**config.mk**
```make
export PLATFORM = sky130hd
export DESIGN_NAME = hdc_csr_sequencer
export DESIGN_NICKNAME = d
export VERILOG_FILES = /design/src/rtl/hdc_csr_pkg.sv /design/src/rtl/hdc_poll_timer.sv /design/src/rtl/hdc_csr_sequencer.sv
export SDC_FILE = /design/constraint.sdc
export NUM_CORES = 1
export LEC_CHECK = 0
export BUFFER_PORTS_ARGS = -buffer_cell sky130_fd_sc_hd__buf_4
export CAP_MARGIN = 20
export CORE_MARGIN = 2
export CORE_UTILIZATION = 55
export DETAILED_ROUTE_END_ITERATION = 16
export GPL_TIMING_DRIVEN = 0
export PLACE_DENSITY = 0.85
export SYNTH_ARGS = -nofsm -noshare
export SYNTH_HDL_FRONTEND = slang
export SYNTH_SLANG_ARGS = --single-unit
```
**constraint.sdc**
```tcl
create_clock -name clk_i -period 4.8 [get_ports clk_i]
set_input_delay 0.96 -clock clk_i [delete_from_list [all_inputs] [get_ports clk_i]]
set_output_delay 0.96 -clock clk_i [all_outputs]
set_load 0.01 [all_outputs]
```
**src/rtl/hdc_csr_pkg.sv**
```systemverilog
// Shared CSR map, INPUT/STATUS field layout and sequencer state encoding
// for the SBD-HDC CSR sequencer.
package hdc_csr_pkg;

    localparam int unsigned CSR_CTRL   = 0;
    localparam int unsigned CSR_INPUT  = 1;
    localparam int unsigned CSR_STATUS = 2;

    localparam int unsigned IN_VALID_BIT  = 0;
    localparam int unsigned IN_VALUE_LSB  = 1;
    localparam int unsigned IN_SHIFT_LSB  = 7;
    localparam int unsigned IN_DONE_BIT   = 13;
    localparam int unsigned IN_WORD_WIDTH = 14;
    localparam int unsigned FIELD_WIDTH   = 6;

    localparam int unsigned ST_IN_READY_BIT  = 1;
    localparam int unsigned ST_OUT_VALID_BIT = 2;
    localparam int unsigned ST_CLASS_LSB     = 3;
    localparam int unsigned CLASS_WIDTH      = 5;

    typedef enum logic [3:0] {
        S_IDLE,
        S_START,
        S_WAIT_SMP,
        S_POLL_RDY,
        S_WR_IN,
        S_CLR_IN,
        S_DONE_WR,
        S_POLL_OUT,
        S_CLR_DONE,
        S_RESULT
    } seq_state_e;

    // Packs one CSR_INPUT word; every bit above the done flag stays zero.
    function automatic logic [IN_WORD_WIDTH-1:0] input_word(
        input logic                   valid,
        input logic [FIELD_WIDTH-1:0] value,
        input logic [FIELD_WIDTH-1:0] shift,
        input logic                   done
    );
        logic [IN_WORD_WIDTH-1:0] w;
        w                              = '0;
        w[IN_VALID_BIT]                = valid;
        w[IN_VALUE_LSB +: FIELD_WIDTH] = value;
        w[IN_SHIFT_LSB +: FIELD_WIDTH] = shift;
        w[IN_DONE_BIT]                 = done;
        return w;
    endfunction

endpackage

```
**src/rtl/hdc_poll_timer.sv**
```systemverilog
// Saturating count of failed STATUS polls; flags expiry on the read that
// brings the count to LIMIT so the caller can abort on that same handshake.
module hdc_poll_timer #(
    parameter int unsigned LIMIT = 1024
) (
    input  logic clk_i,
    input  logic rst_ni,
    input  logic clear_i,
    input  logic inc_i,
    output logic expired_o
);

    localparam int unsigned CW = $clog2(LIMIT + 1);

    logic [CW-1:0] count;

    // NOTE: sequential state uses non-blocking assignments so every flop
    // samples pre-edge values regardless of statement order.
    always_ff @(posedge clk_i or negedge rst_ni) begin
        if (!rst_ni) begin
            count <= '0;
        end else if (clear_i) begin
            count <= '0;
        end else if (inc_i && (count < CW'(LIMIT))) begin
            count <= count + 1'b1;
        end
    end

    assign expired_o = (count == CW'(LIMIT)) ||
                       (inc_i && (count == CW'(LIMIT - 1)));

endmodule

```
**src/rtl/hdc_csr_sequencer.sv**
```systemverilog
// Autonomous CSR master: starts an HDC run, streams samples into CSR_INPUT
// under STATUS.in_ready flow control, then polls for the class result.
module hdc_csr_sequencer
    import hdc_csr_pkg::*;
#(
    parameter int unsigned CSR_WIDTH      = 32,
    parameter int unsigned CSR_ADDR_WIDTH = 32,
    parameter int unsigned TIMEOUT_CYCLES = 1024
) (
    input  logic                      clk_i,
    input  logic                      rst_ni,
    input  logic                      start_i,
    input  logic [5:0]                cfg_shift_i,
    input  logic                      smp_valid_i,
    output logic                      smp_ready_o,
    input  logic [5:0]                smp_value_i,
    input  logic                      smp_last_i,
    output logic                      res_valid_o,
    input  logic                      res_ready_i,
    output logic [4:0]                res_class_o,
    output logic                      res_timeout_o,
    output logic                      busy_o,
    output logic [CSR_ADDR_WIDTH-1:0] csr_addr_o,
    output logic [CSR_WIDTH-1:0]      csr_wr_data_o,
    output logic                      csr_wr_en_o,
    output logic                      csr_req_valid_o,
    input  logic                      csr_req_ready_i,
    input  logic [CSR_WIDTH-1:0]      csr_rd_data_i,
    input  logic                      csr_rsp_valid_i,
    output logic                      csr_rsp_ready_o
);

    typedef struct packed {
        logic                      valid;
        logic                      wr;
        logic [CSR_ADDR_WIDTH-1:0] addr;
        logic [CSR_WIDTH-1:0]      data;
    } csr_req_t;

    function automatic csr_req_t csr_write(input int unsigned a,
                                           input logic [IN_WORD_WIDTH-1:0] w);
        csr_req_t r;
        r.valid = 1'b1;
        r.wr    = 1'b1;
        r.addr  = CSR_ADDR_WIDTH'(a);
        r.data  = CSR_WIDTH'(w);
        return r;
    endfunction

    function automatic csr_req_t csr_read(input int unsigned a);
        csr_req_t r;
        r       = '0;
        r.valid = 1'b1;
        r.addr  = CSR_ADDR_WIDTH'(a);
        return r;
    endfunction

    seq_state_e       state;
    csr_req_t         req_q;
    logic [5:0]       shift_q;
    logic [5:0]       value_q;
    logic             last_q;
    logic [4:0]       class_q;
    logic             timeout_q;
    logic             smp_ready_q;
    logic             res_valid_q;
    logic             busy_q;

    logic             hs;
    logic             in_ready;
    logic             out_valid;
    logic             timer_clear;
    logic             timer_inc;
    logic             poll_expired;

    assign hs        = req_q.valid && csr_req_ready_i;
    assign in_ready  = csr_rd_data_i[ST_IN_READY_BIT];
    assign out_valid = csr_rd_data_i[ST_OUT_VALID_BIT];

    // The counter restarts on every entry into a poll phase and counts only
    // completed reads that came back negative.
    assign timer_clear = (state == S_IDLE     && start_i)     ||
                         (state == S_WAIT_SMP && smp_valid_i) ||
                         (state == S_DONE_WR  && hs);
    assign timer_inc   = hs && ((state == S_POLL_RDY && !in_ready) ||
                                (state == S_POLL_OUT && !out_valid));

    hdc_poll_timer #(
        .LIMIT (TIMEOUT_CYCLES)
    ) u_poll_timer (
        .clk_i     (clk_i),
        .rst_ni    (rst_ni),
        .clear_i   (timer_clear),
        .inc_i     (timer_inc),
        .expired_o (poll_expired)
    );

    always_ff @(posedge clk_i or negedge rst_ni) begin
        if (!rst_ni) begin
            state       <= S_IDLE;
            req_q       <= '0;
            shift_q     <= '0;
            value_q     <= '0;
            last_q      <= 1'b0;
            class_q     <= '0;
            timeout_q   <= 1'b0;
            smp_ready_q <= 1'b0;
            res_valid_q <= 1'b0;
            busy_q      <= 1'b0;
        end else begin
            case (state)
                S_IDLE: begin
                    if (start_i) begin
                        shift_q   <= cfg_shift_i;
                        class_q   <= '0;
                        timeout_q <= 1'b0;
                        busy_q    <= 1'b1;
                        req_q     <= csr_write(CSR_CTRL, IN_WORD_WIDTH'(1));
                        state     <= S_START;
                    end
                end
                S_START: begin
                    if (hs) begin
                        req_q       <= '0;
                        smp_ready_q <= 1'b1;
                        state       <= S_WAIT_SMP;
                    end
                end
                S_WAIT_SMP: begin
                    if (smp_valid_i) begin
                        value_q     <= smp_value_i;
                        last_q      <= smp_last_i;
                        smp_ready_q <= 1'b0;
                        req_q       <= csr_read(CSR_STATUS);
                        state       <= S_POLL_RDY;
                    end
                end
                S_POLL_RDY: begin
                    if (hs) begin
                        if (in_ready) begin
                            req_q <= csr_write(CSR_INPUT,
                                               input_word(1'b1, value_q, shift_q, 1'b0));
                            state <= S_WR_IN;
                        end else if (poll_expired) begin
                            timeout_q <= 1'b1;
                            class_q   <= '0;
                            req_q     <= csr_write(CSR_INPUT, '0);
                            state     <= S_CLR_DONE;
                        end
                    end
                end
                S_WR_IN: begin
                    if (hs) begin
                        req_q <= csr_write(CSR_INPUT,
                                           input_word(1'b0, '0, shift_q, 1'b0));
                        state <= S_CLR_IN;
                    end
                end
                S_CLR_IN: begin
                    if (hs) begin
                        if (last_q) begin
                            req_q <= csr_write(CSR_INPUT,
                                               input_word(1'b0, '0, shift_q, 1'b1));
                            state <= S_DONE_WR;
                        end else begin
                            req_q       <= '0;
                            smp_ready_q <= 1'b1;
                            state       <= S_WAIT_SMP;
                        end
                    end
                end
                S_DONE_WR: begin
                    if (hs) begin
                        req_q <= csr_read(CSR_STATUS);
                        state <= S_POLL_OUT;
                    end
                end
                S_POLL_OUT: begin
                    if (hs) begin
                        if (out_valid) begin
                            class_q <= csr_rd_data_i[ST_CLASS_LSB +: CLASS_WIDTH];
                            req_q   <= csr_write(CSR_INPUT, '0);
                            state   <= S_CLR_DONE;
                        end else if (poll_expired) begin
                            timeout_q <= 1'b1;
                            class_q   <= '0;
                            req_q     <= csr_write(CSR_INPUT, '0);
                            state     <= S_CLR_DONE;
                        end
                    end
                end
                S_CLR_DONE: begin
                    if (hs) begin
                        req_q       <= '0;
                        res_valid_q <= 1'b1;
                        state       <= S_RESULT;
                    end
                end
                S_RESULT: begin
                    // start_i is not looked at here, so a start coinciding
                    // with the accept is dropped rather than queued.
                    if (res_ready_i) begin
                        res_valid_q <= 1'b0;
                        busy_q      <= 1'b0;
                        state       <= S_IDLE;
                    end
                end
                default: begin
                    req_q       <= '0;
                    smp_ready_q <= 1'b0;
                    res_valid_q <= 1'b0;
                    busy_q      <= 1'b0;
                    state       <= S_IDLE;
                end
            endcase
        end
    end

    assign csr_req_valid_o = req_q.valid;
    assign csr_wr_en_o     = req_q.wr;
    assign csr_addr_o      = req_q.addr;
    assign csr_wr_data_o   = req_q.data;
    assign csr_rsp_ready_o = 1'b1;
    assign smp_ready_o     = smp_ready_q;
    assign res_valid_o     = res_valid_q;
    assign res_class_o     = class_q;
    assign res_timeout_o   = timeout_q;
    assign busy_o          = busy_q;

    // Responses are defined to arrive with the handshake, and only the
    // STATUS fields above matter, so the rest of the read word is dropped.
    logic unused_rsp;
    assign unused_rsp = ^{csr_rsp_valid_i, csr_rd_data_i};

endmodule

```
# ---- Word level (Yosys, flattened, before mapping)
# Index checks and enable logic that the tools add are counted.
dict set report word_totals {
  reg_bits 103
  inputBits 52
  output_inout_bits 76
  elab_cells 129
}
dict set report op_classes {
  addsub 1
  n_lt_le_gt_ge 1
  n_eq_ne 25
  muxes 53
  bitwise_logic 4
  reduce_logical 31
}
# cell count
set op_table {}
lappend op_table {{66-bit two-way mux} 12}
lappend op_table {{66-bit one-hot mux with 9 select lines} 1}
lappend op_table {{4-bit two-way mux} 13}
lappend op_table {{4-bit one-hot mux with 10 select lines} 1}
lappend op_table {{5-bit two-way mux} 6}
lappend op_table {{2-bit != test, second input constant} 13}
lappend op_table {{11-bit two-way mux} 2}
lappend op_table {{4-bit by 3-bit equality test with 1-bit output, second input constant} 4}
lappend op_table {{8-bit OR reduction} 2}
lappend op_table {{5-bit one-hot mux with 3 select lines} 1}
lappend op_table {{1-bit two-way mux} 12}
lappend op_table {{11-bit by 1-bit adder with 11-bit output, second input constant} 1}
lappend op_table {{11-bit by 10-bit equality test with 1-bit output, second input constant} 1}
lappend op_table {{11-bit equality test, second input constant} 1}
lappend op_table {{11-bit < comparator, second input constant} 1}
lappend op_table {{10-bit AND reduction} 1}
lappend op_table {{5-bit AND reduction} 2}
lappend op_table {{1-bit logical AND} 9}
lappend op_table {{1-bit one-hot mux with 3 select lines} 3}
lappend op_table {{9-bit AND reduction} 1}
lappend op_table {{4-bit by 2-bit equality test with 1-bit output, second input constant} 2}
lappend op_table {{4-bit equality test, second input constant} 2}
lappend op_table {{7-bit OR reduction} 1}
lappend op_table {{3-bit AND reduction} 2}
lappend op_table {{other kinds (13)} 21}

# ---- Logic depth before layout (Yosys ltp)
dict set report logic_depth {
  word_depth 10
  depth_mapped 9
  mapped_depth_nobuf 7
}

# ---- Hierarchy
# Synthesis repeated with hierarchy kept, for this count alone.
dict set report hier_totals {
  cells_unflattened 370
  area_unflattened_um2 4351.7
}
# mod n_inst cells_per_inst area_each_um2 seq_area_each_um2
set by_module_without_submodules {}
lappend by_module_without_submodules {hdc_csr_sequencer 1 306 3733.6 2302.2}
lappend by_module_without_submodules {hdc_poll_timer 1 64 618.1 275.3}

# ---- Worst setup path before layout
# Ideal clock, no wire load.
dict set report synth_path {
  kind {input -> register}
  startpoint {in smp_valid_i}
  endpoint {reg state[2]}
  setup_time_ns 0.125
  arrival_ns 2.190
  required_ns 4.675
  path_slack_ns 2.485
  stages 5
  n_path_buf 1
  path_cell_list {or4_1 and3_1 buf_2 nand2_1 mux2_2}
}
dict set report synth_between {
  elab_chain_cells 2
}
# element line
set synth_rtl {}
lappend synth_rtl {{start: declaration} hdc_csr_sequencer.sv:14} ;# input logic smp_valid_i,
lappend synth_rtl {{2-bit != test (no line)} n/a}
lappend synth_rtl {{10-bit AND reduction (no line)} n/a}
lappend synth_rtl {{end signal: assignment} hdc_csr_sequencer.sv:100} ;# state <= S_IDLE;
lappend synth_rtl {{end signal: assignment} hdc_csr_sequencer.sv:119} ;# state <= S_START;
lappend synth_rtl {{end signal: assignment} hdc_csr_sequencer.sv:126} ;# state <= S_WAIT_SMP;
lappend synth_rtl {{end: declaration} hdc_csr_sequencer.sv:58} ;# seq_state_e state;
# Every way passes these cells.
# A chain may end at the register's enable or synchronous reset.

# ---- Worst setup path after layout
dict set report layout_path {
  startpoint {reg u_poll_timer.count[1]}
  endpoint {reg req_q (netlist bit csr_wr_data_o[9])}
}
dict set report layout_between {
  elab_chain_cells 7
  elab_cells_between_ends 10
  classes_between {eq/ne (2); mux (6); reduce/logical (2)}
}
# element line
set layout_rtl {}
lappend layout_rtl {{start: declaration} hdc_poll_timer.sv:15} ;# logic [CW-1:0] count;
lappend layout_rtl {{start signal: assignment} hdc_poll_timer.sv:25} ;# count <= count + 1'b1;
lappend layout_rtl {{11-bit by 10-bit equality test with 1-bit output} hdc_poll_timer.sv:30} ;# (inc_i && (count == CW'(LIMIT - 1)));
lappend layout_rtl {{1-bit logical AND} hdc_poll_timer.sv:30}
lappend layout_rtl {{1-bit logical OR *} hdc_poll_timer.sv:29} ;# assign expired_o = (count == CW'(LIMIT)) ||
lappend layout_rtl {{66-bit two-way mux *} n/a}
lappend layout_rtl {{66-bit two-way mux, on equally long branches (2 in a row)} n/a}
lappend layout_rtl {{66-bit one-hot mux with 9 select lines *} n/a}
lappend layout_rtl {{end signal: assignment} hdc_csr_sequencer.sv:118} ;# req_q <= csr_write(CSR_CTRL, IN_WORD_WIDTH'(1));
lappend layout_rtl {{end signal: assignment} hdc_csr_sequencer.sv:134} ;# req_q <= csr_read(CSR_STATUS);
lappend layout_rtl {{end signal: assignment} hdc_csr_sequencer.sv:141} ;# req_q <= csr_write(CSR_INPUT,
lappend layout_rtl {{end: declaration} hdc_csr_sequencer.sv:59} ;# csr_req_t req_q;
# Mark *: on every way between the ends. The rest lies on a longest branch, timed or not. The select of a mux whose other input is x is not followed.

==> key figures <==
Outcome
  • Status: finished clean

Pwr
  • Peak VDD IR: roughly 0.27 mV
  • Total chip power: approximately 2.7 mW
  • Leakage: 2.700 nW
  • Power Density: around 500 nW/µm²

Global routing
  • Vias in the first global route: approximately 3000
  • First-pass GRT wire length: between 10 and 15 mm
  • Overflow after GRT: 0
  • Initial antenna violation count: 0
  • Largest net degree at the start of global routing: 76
  • Total Routing Usage GR: approximately 22%

Timing
  • Period utilization: between 50% and 60%
  • Slew @ Worst Pin: ~0.72 ns
  • Max Freq: about 420 MHz
  • Final setup viols: 0
  • Setup TNS: 0 ns
  • RSZ-0062 raised after global routing: no
  • Final Hold Viols: 0
  • Headroom to the max-slew limit: a little over 50%
  • Max-slew violation count: 0
  • Final setup skew: between 0.015 and 0.02 ns
  • Min cycle time layout: approximately 2.4 ns

Synthesis
  • Synth Register Bits: around 100
  • Top_reg_cell synth: dfrtp_1
  • Syn nets: approximately 410
  • Top cell type's share of synthesized area: ~60%
  • Mapped cell area: ~4300 µm²
  • FFs w/ async S/R, synth: 100.0%
  • Most frequent cell after synthesis: dfrtp_1
  • Post-synth EDFFs: 0
  • Synth area leaders: dfrtp_1 60%, and2_1 7.2%, mux2_2 4.5%, a22o_1 3.7%, nor2_1 2.2%
  • Synth Instances: about 360
  • Post-synth top cells: 103 x dfrtp_1, 49 x and2_1, 25 x nor2_1
  • Ys Warns: 0
  • Mean Syn Cell Area: between 10 and 15 µm²
  • Seq/Total Area, Yosys: 60.39%
  • Post-synth top area cell: dfrtp_1
  • Yosys cell types: 61

Die
  • Core ar.: 7607 µm²
  • Ports: between 100 and 150
  • Die area: roughly 8500 µm²
  • Die Width: a little over 90 µm
  • Row count: 32
  • DIE HEIGHT: a little over 90 µm
  • Starting Density: between 50% and 60%

Place
  • IO Port Bufs: 100
  • GP Congestion: slightly below 1
  • DP HPWL: approximately 6.7 mm

Min path
  • Worst Hold Class: flip-flop to flip-flop

Routing
  • Via total after detailed routing: ~3100
  • DRC Markers: 0
  • Via/cell ratio: around 5.4
  • 1st-iter DRT viols: 166
  • Post-Route WL: 9.118 mm
  • Post-route ant nets: 0
  • Routed length per instance: 15.89 µm
  • Drt first pass iters: 4

Layout
  • Seq. cell area: 2577 µm²
  • Multi-input gate area: roughly 1600 µm²
  • Diode count: 0
  • Layout cells sized above 1: 32.42%
  • Area Overhead vs Synth: 25.86%
  • Nets: 521
  • Fillers: 565

Critical path
  • Crit. End Element: flip-flop
  • Arrival time worst endpoint: between 2 and 3 ns
  • Crit path kind: flip-flop to flip-flop
  • CP Launch Type: flip-flop
  • Critical Path RT: 5.05 ns
  • Max FO, Critical Path: 10

CTS
  • Skew-Pair Late Insertion Delay: roughly 0.37 ns
  • TritonCTS Buffers: 9
  • Clock Path Buffers: 2
  • CTS tree: built
  • Clock Pin Slew Worst Setup and Hold Paths: roughly 0.11 ns
  • Htree depth: 3
  • Post-CTS Setup Bufs: 0
  • CTS Hold Buffers Added: 0
  • Post-CTS sizing: 0
  • Clock Sink Count: about 100
  • CTS root buf: clkbuf_8

Run
  • Max_cap viols: 0
[power by group]
group          total [mW]  internal (mW)  leakage, nW  switching, mW
combinational        1.06          0.456         1.21          0.602
sequential           1.12           1.02         1.39          0.103
clock               0.525          0.205        0.101          0.320
total                2.70           1.68         2.70           1.03
[registers in the layout, summed over array words and instances, names as in the netlist]
signal              cells
csr_wr_data_o          32
csr_addr_o             32
csr_req_valid_o         1
state                   4
csr_wr_en_o             1
res_timeout_o           1
busy_o                  1
res_valid_o             1
smp_ready_o             1
res_class_o             5
u_poll_timer.count     11
value_q                 6
last_q                  1
shift_q                 6
[placed cells by master (no fill, tap or decap), types with 2 or more instances in the layout]
cell and count:
and2_1 49, a211o_1 2, inv_8 2, nand3b_1 2, nand2_1 17, a21o_1 2, buf_4 101, buf_2 9
a211oi_1 4, nor2b_1 2, dfrtp_1 103, ha_1 2, o211ai_1 2, mux2_2 17, a22o_1 18, o22ai_1 2
inv_1 8, o311ai_0 2, clkbuf_1 6, clkbuf_8 9, a21oi_1 3, nand4_1 5, or3_1 2, a2111oi_0 2
a21boi_0 2, nor4_1 3, xor2_1 8, clkinv_4 3, nor2_1 25, nand3_1 9, or4_1 3, a31oi_1 2
a32o_1 2, nand2b_1 4, or4b_1 2, o21ai_0 7
[through the flow]
step                      utilization (%)  instance area, µm²  hold WS [ns]  cells  setup slack (ns)
after floorplan                         -                4268        0.4603    355             2.485
after detailed placement            68.01                5174        0.4688    558             2.171
after global placement              67.65                5146        0.4603    557             2.180
final                               70.61                5371        0.4857    574             2.397
after CTS                           70.61                5371        0.4923    574             2.411
after global routing                70.61                5371        0.5077    574             2.154
[routing by layer]
metal  vias up  global-route usage (%)  wire [µm]
li1       1477                       -          -
met1      1515                   32.74       4299
met2       102                   33.33       4215
met3        11                   5.423        501
met4         0                   7.463        102
met5         -                       0          0
[worst max-delay path: stages (launching register included)]
cell and delay, ns:
dfrtp_1 0.43, inv_1 0.08, ha_1 0.12, or4b_1 0.50
nor4_4 0.31, or3b_2 0.29, nand3_4 0.14, buf_6 0.18
a22o_1 0.23
[layout make-up]
type,instances,area share [%]
plain buffers,18,1.700
clock inverters,7,1.374
flip-flops and latches,103,47.99
multi-input cells,226,29.21
well taps,102,2.376
inverters,8,0.5590
clock buffers,9,2.306
repair buffers,101,14.49
[logic make-up after synthesis]
group | count (synthesis) | share of synthesized area (%)
AOI/OAI and AO/OA | 60 | 11.02
xor gates and xnor gates | 9 | 1.847
adders and majority gates | 2 | 0.5862
buffers and inverters | 26 | 2.844
DFF | 103 | 60.39
muxes | 17 | 4.485
other | 1 | 0.08787
and+or+nand+nor | 137 | 18.73
[final timing paths]
kind / to / cells after the start / startpoint / slack, ns
setup / recovery: csr_wr_data_o[9] / 8 / u_poll_timer.count[1] / 2.40
hold / removal: csr_addr_o[1] / 1 / csr_addr_o[1] / 0.49
setup reg to reg: csr_wr_data_o[9] / 8 / u_poll_timer.count[1] / 2.40
hold reg to reg: csr_addr_o[1] / 1 / csr_addr_o[1] / 0.49
max in group asynchronous: shift_q[4] / 2 / rst_ni / 3.61
min in group asynchronous: csr_addr_o[2] / 1 / rst_ni / 0.51
Power figures use the tool's default switching activity.
